## config.mk

```make
export PLATFORM = sky130hd
export DESIGN_NAME = param_updown_counter
export DESIGN_NICKNAME = d
export VERILOG_FILES = /design/src/rtl/param_updown_counter.sv
export SDC_FILE = /design/constraint.sdc
export NUM_CORES = 1
export LEC_CHECK = 0
export BUFFER_PORTS_ARGS = -buffer_cell sky130_fd_sc_hd__buf_2
export CAP_MARGIN = 30
export CORE_AREA = 2 2 39 41
export CTS_BUF_LIST = sky130_fd_sc_hd__clkbuf_8
export CTS_CLUSTER_DIAMETER = 200
export CTS_CLUSTER_SIZE = 14
export DETAILED_ROUTE_END_ITERATION = 7
export DIE_AREA = 0 0 41 43
export GPL_ROUTABILITY_DRIVEN = 0
export GPL_TIMING_DRIVEN = 0
export SYNTH_ARGS = -nofsm -noshare
export SYNTH_HDL_FRONTEND = slang
export SYNTH_SLANG_ARGS = --single-unit
export TNS_END_PERCENT = 5
```

## constraint.sdc

```tcl
create_clock -name clk -period 2.42 [get_ports clk]
set_input_delay 0.121 -clock clk [delete_from_list [all_inputs] [get_ports clk]]
set_output_delay 0.121 -clock clk [all_outputs]
set_load 0.02 [all_outputs]
```

## src/rtl/param_updown_counter.sv

```systemverilog
// ---------------------------------------------------------------------------
// param_updown_counter
//
// Parametrised up/down counter. It can wrap or saturate at its bounds, and it
// can count on an enable level or on the rising edge of the enable. It is the
// common counting primitive for event tallies (pulse inputs) and for timers
// (every-cycle enable).
//
// Parameters:
//   WIDTH       - count width, 2..16
//   MAX         - highest count value; the modulus is MAX+1
//   RESET_VALUE - value loaded on reset (<= MAX)
//   SATURATE    - 0: wrap at the bounds, 1: hold at the bounds
//   EDGE_MODE   - 0: count every cycle en is high, 1: count once per en rise
//
// Ports:
//   clk        in   clock; all state changes on posedge
//   reset      in   synchronous active-high reset
//   en         in   count request (level or edge, depending on EDGE_MODE)
//   up         in   direction: 1 = increment, 0 = decrement
//   load       in   synchronous parallel load (has priority over counting)
//   load_value in   value to load; values above MAX are clamped to MAX
//   count      out  registered count
//   zero       out  high while count == 0 (decoded from the count register)
//   tc         out  registered one-cycle terminal-count pulse
// ---------------------------------------------------------------------------
module param_updown_counter #(
    parameter int WIDTH       = 4,
    parameter int MAX         = 2**WIDTH - 1,
    parameter int RESET_VALUE = MAX,
    parameter int SATURATE    = 0,
    parameter int EDGE_MODE   = 0
) (
    input  logic             clk,
    input  logic             reset,
    input  logic             en,
    input  logic             up,
    input  logic             load,
    input  logic [WIDTH-1:0] load_value,
    output logic [WIDTH-1:0] count,
    output logic             zero,
    output logic             tc
);

    // Bounds are carried one bit wider than the count so every comparison and
    // sum happens without truncation.
    localparam logic [WIDTH:0]   MAX_W   = (WIDTH+1)'(MAX);
    localparam logic [WIDTH-1:0] RESET_W = WIDTH'(RESET_VALUE);
    localparam logic [WIDTH:0]   ONE_W   = {{WIDTH{1'b0}}, 1'b1};

    logic [WIDTH-1:0] r_count;
    logic             r_tc;
    logic             r_en_q;

    logic             w_ev;
    logic [WIDTH:0]   w_inc;
    logic [WIDTH:0]   w_dec;
    logic             w_at_max;
    logic             w_at_zero;
    logic [WIDTH-1:0] w_next_count;
    logic             w_next_tc;

    // Loads above MAX clamp to MAX; anything else passes through unchanged.
    function automatic logic [WIDTH-1:0] clamp_to_max(input logic [WIDTH-1:0] v);
        logic [WIDTH-1:0] res;
        if ({1'b0, v} > MAX_W) begin
            res = MAX_W[WIDTH-1:0];
        end else begin
            res = v;
        end
        return res;
    endfunction

    // In edge mode only a low-to-high transition of en counts. en_q is set to
    // 1 by reset, so an en held high across reset does not fire an event.
    assign w_ev = (EDGE_MODE != 0) ? (en & ~r_en_q) : en;

    // WIDTH+1-bit neighbours of the current count. The top bits tell us when
    // we stepped past MAX (increment) or borrowed below zero (decrement).
    assign w_inc     = {1'b0, r_count} + ONE_W;
    assign w_dec     = {1'b0, r_count} - ONE_W;
    assign w_at_max  = (w_inc > MAX_W);
    assign w_at_zero = w_dec[WIDTH];

    // Next-state decode: load beats counting, and counting beats hold.
    always_comb begin
        w_next_count = r_count;
        w_next_tc    = 1'b0;
        if (load) begin
            w_next_count = clamp_to_max(load_value);
            w_next_tc    = 1'b0;
        end else if (w_ev) begin
            if (up) begin
                if (w_at_max) begin
                    w_next_tc = 1'b1;
                    if (SATURATE != 0) begin
                        w_next_count = r_count;
                    end else begin
                        w_next_count = {WIDTH{1'b0}};
                    end
                end else begin
                    w_next_count = w_inc[WIDTH-1:0];
                end
            end else begin
                if (w_at_zero) begin
                    w_next_tc = 1'b1;
                    if (SATURATE != 0) begin
                        w_next_count = r_count;
                    end else begin
                        w_next_count = MAX_W[WIDTH-1:0];
                    end
                end else begin
                    w_next_count = w_dec[WIDTH-1:0];
                end
            end
        end else begin
            w_next_count = r_count;
            w_next_tc    = 1'b0;
        end
    end

    // Count, terminal-count and en-history registers with synchronous reset.
    always_ff @(posedge clk) begin
        if (reset) begin
            r_count <= RESET_W;
            r_tc    <= 1'b0;
            r_en_q  <= 1'b1;
        end else begin
            r_count <= w_next_count;
            r_tc    <= w_next_tc;
            r_en_q  <= en;
        end
    end

    assign count = r_count;
    assign tc    = r_tc;
    assign zero  = (r_count == {WIDTH{1'b0}});

endmodule

```

# Word level (Yosys, flattened, before mapping)
# Cells that the tools add are included.
[word_totals] ff_bits=5 in_bits=9 output_inout_bits=6 wordCells=17
[classes] add_sub_neg=2 n_lt_le_gt_ge=1 muxes=8 bitwise=1 reduce_logical=3
[ops] operator="$mux 4" n=5
[ops] operator="$add 4x1->5 const B" n=1
[ops] operator="$gt 5x4->1 const B" n=1
[ops] operator="$sub 4x1->5 const B" n=1
[ops] operator="$logic_not 4->1" n=1
[ops] operator="$mux 1" n=3
[ops] operator="$reduce_or 3->1" n=1
[ops] operator="$reduce_bool 2->1" n=1
[ops] operator="$not 1->1" n=1

# Longest topological paths before layout
[depth] word_depth=6 mapped_depth=6

# Worst setup path before layout
# No wires, ideal clock.
[synth_path] path_type="reg2reg" start="register r_count[0] (netlist: count[0])" end="register r_count[0] (netlist: count[0])" setup_time_ns=0.116 t_arrival_ns=1.803 setup_slack_ns=0.501 path_stages_with_launch=7 path_buffers=0 synth_period_minus_slack_ns=1.919 cell_sequence="dfxtp_1 > inv_1 > ha_1 > or2b_2 > nor4_2 > o21ai_1 > a31o_1"
[synth_between] elab_chain_len=6
[synth_lines] item="start, declared" line="51" source="logic [WIDTH-1:0] r_count;"
[synth_lines] item="start signal, assigned" line="129" source="r_count <= w_next_count;"
[synth_lines] item="$add 4x1->5" line="80" source="assign w_inc = {1'b0, r_count} + ONE_W;"
[synth_lines] item="$gt 5x4->1" line="82" source="assign w_at_max = (w_inc > MAX_W);"
[synth_lines] item="$mux 4" line="94" source="if (w_at_max) begin"
[synth_lines] item="$mux 4 (*)" line="93" source="if (up) begin"
[synth_lines] item="$mux 4 (*)" line="92" source="end else if (w_ev) begin"
[synth_lines] item="$mux 4 (*)" line="89" source="if (load) begin"
# Every way passes the cells marked *; elsewhere a longest branch is shown, timed or not. The select of a mux whose other input is x is not followed.
# A chain may end at the register's enable or synchronous reset.

# Worst setup path after layout
# Same ends and word-level chain as after synthesis.

==> impl_metrics.toml <==
[run_status]
status = "complete, no violations"

[grt]
grt_pass1_wl_um = 1883
track_usage_pct = 15.79
grt_pass1_vias = 443
overflow = 0
grt_max_degree = 11
antenna_found_initial = 0

[detailed_routing]
drc = 0
routedWlPerCell_um = 12.40
routed_wl_um = 1116
drt-initial-drc-count = 12
firstDrtPassIters = 4
ant_nets = 0
drt-vias-per-instance = 5.322
num_vias = 479

[logic_synthesis]
syn_nets = 71
yosysWarnings = 0
avgSynthCellArea_sq_um = 8.219
ys_seq_area_share_pct = 21.00
yosysUniqueCellTypes = 36
synth_compound_area_share_pct = 29.66
synth_top_family_by_area = "compound AO/OA/AOI/OAI gates"
synth_ff_type = "dfxtp_1"
ys_ff_latch = 5
synthArstFlopShare_pct = 0
synth_fa_ha_area_share_pct = 10.50
synth-edff-count = 0
synth-xor-area-share_pct = 5.249
yosys.area_share.simple_pct = 23.10
syn_inst = 58
synth.mux.area_fraction_pct = 2.100
syn_area_sq_um = 476.7

[finish]
layout-drive-gt1-share_pct = 35.14
n_fill_cell = 144
nets = 88
seqCellArea_sq_um = 100.1
antenna_cells = 0
multi_input_area_sq_um = 336.6
syn_to_final_growth_pct = 26.25

[placement]
hpwlAfterDp_um = 844.2
portBuffers = 12

[critical_path]
cp-start-kind = "flip-flop"
rr_startpoint = "count[0]"
end_kind = "flip-flop"
reg2regPathDepth = 6
required_ps = 2530
r2r_slack_ps = 430
r2r_end = "count[0]"
cp_max_fo = 9
crit_type = "flip-flop to flip-flop"
slowest_stage = "dfxtp_1"
crit_chain = "inv_1 -> ha_1 -> or2b_2 -> nor4_2 -> o21ai_1 -> a31o_1"
cp_data_arrival_time_ps = 2100
cpPeakStageDelay_ps = 490

[clock_network]
cts_root_buf = "clkbuf_8"
cts_resized = 0
cts_max_path_buffers = 2
clock-sinks = 5
clkTransAtPathRegs_ps = 30
cts_setup_buffers = 0
cts_tree = "yes"
htreeDepth = 1
insertion_delay_ps = 220
cts_hold_buf = 0
cts_buffers = 3

[timing]
tns_ps = 0
rsz0062_at_grt = "false"
worst_clock_skew_ps = 0.5311
worst_pin_slew_ps = 332.6
holdWs_ps = 152.7
relSlewSlack_pct = 77.64
post-route-min-period_ps = 1988
min_period_over_period_pct = 82.13
final-hold-violation-count = 0
setup_viol = 0
max_freq_mhz = 503.1
drv_slew = 0

[die]
initial_core_util_pct = 34.45
die_height_um = 43
rows = 14
die_width_um = 41
die-area_sq_um = 1763
io_pins = 15
core_sq_um = 1384

[pwr]
vdd_drop_max_mv = 0.4829
p_per_area_nw_per_um2 = 579.7
p_leak_nw = 0.3025

[hold_path]
whs_path_depth = 3
whs_endpoint = "count[2]"
hp-class = "input port to flip-flop"
min_from = "load_value[2]"

[run]
maxCapViolCount = 0
metrics by stage:
step                      setup slack (ps)  total power [W]  instances  instance area (sq um)  util [%]
after floorplan                      501.4        0.0001736         58                  476.7         -
after global placement               431.7        0.0001988         86                  556.8     40.24
after detailed placement             435.3        0.0001997         86                  556.8     40.24
after CTS                            425.1        0.0003527         90                  601.8     43.49
after global routing                 258.3        0.0003692         90                  601.8     43.49
final                                432.4        0.0003489         90                  601.8     43.49
kinds of logic (layout without fill, tap and decap cells):
kind of cell               count (synthesis)  in the layout
buffers and inverters                      8             24
DFF                                        5              5
adders and majority gates                  4              4
muxes                                      1              1
AOI/OAI and AO/OA                         20             20
xor gates and xnor gates                   2              2
and+or+nand+nor                           18             18
power by group:
group	switching, W	internal, W
Clock	0.0000410	0.000109
Sequential	0.00000980	0.0000891
Combinational	0.0000548	0.0000455
synthesized netlist by cell type, types with 2 or more instances:
master,count,area (sq um)
a21oi_1,4,20.02
dfxtp_1,5,100.1
ha_1,4,50.05
inv_1,4,15.01
nand2_1,3,11.26
nand3_1,2,10.01
nand4_1,2,12.51
nor2_1,3,11.26
o21ai_0,4,20.02
cells in the final DEF (no fill, tap or decap), drive strengths merged, types with 2 or more instances in the layout:
cell,n
buf,14
inv,6
dfxtp,5
o21ai,5
a21oi,4
ha,4
clkbuf,4
nor2,3
nand2,3
nand3,2
nand4,2
and3,2
xnor2,2
worst max path at each step:
| stage | cells past startpoint | end | start | slack, ps |
|---|---|---|---|---|
| global route | 6 | count[0] | count[0] | 260 |
| global placement | 6 | count[0] | count[0] | 430 |
| CTS | 6 | count[0] | count[0] | 430 |
| finish | 6 | count[0] | count[0] | 430 |
| detailed placement | 6 | count[0] | count[0] | 440 |
| floorplan | 6 | count[0] | count[0] | 500 |
metal layers:
metal	share of wire [%]	vias to the layer above	routed length (um)	GRT usage, %
li1	-	244	-	-
met1	47	221	530	21.36
met2	47	12	525	22.19
met3	3.8	2	42	3.665
met4	1.5	0	17	8.667
met5	0	-	0	0
critical path, delay by kind of cell, from the launching register on:
| family | cells | cell delay [ps] |
|---|---|---|
| simple gates | 2 | 560 |
| flops | 1 | 490 |
| fa+ha+maj | 1 | 350 |
| compound gates | 2 | 340 |
| buf+inv | 1 | 150 |
registers in the layout, indices dropped and copies added, names as in the netlist:
signal and count:
count 4, tc 1
final cells by class:
class | count | share of cell area [%]
multi-input combinational | 45 | 55.93
clock buffer | 3 | 6.861
sequential | 5 | 16.63
inverter | 5 | 3.119
timing repair buffer | 12 | 9.979
buffer | 3 | 3.534
clock inverter | 1 | 0.6237
tap | 16 | 3.326
Power figures use the tool's default switching activity.
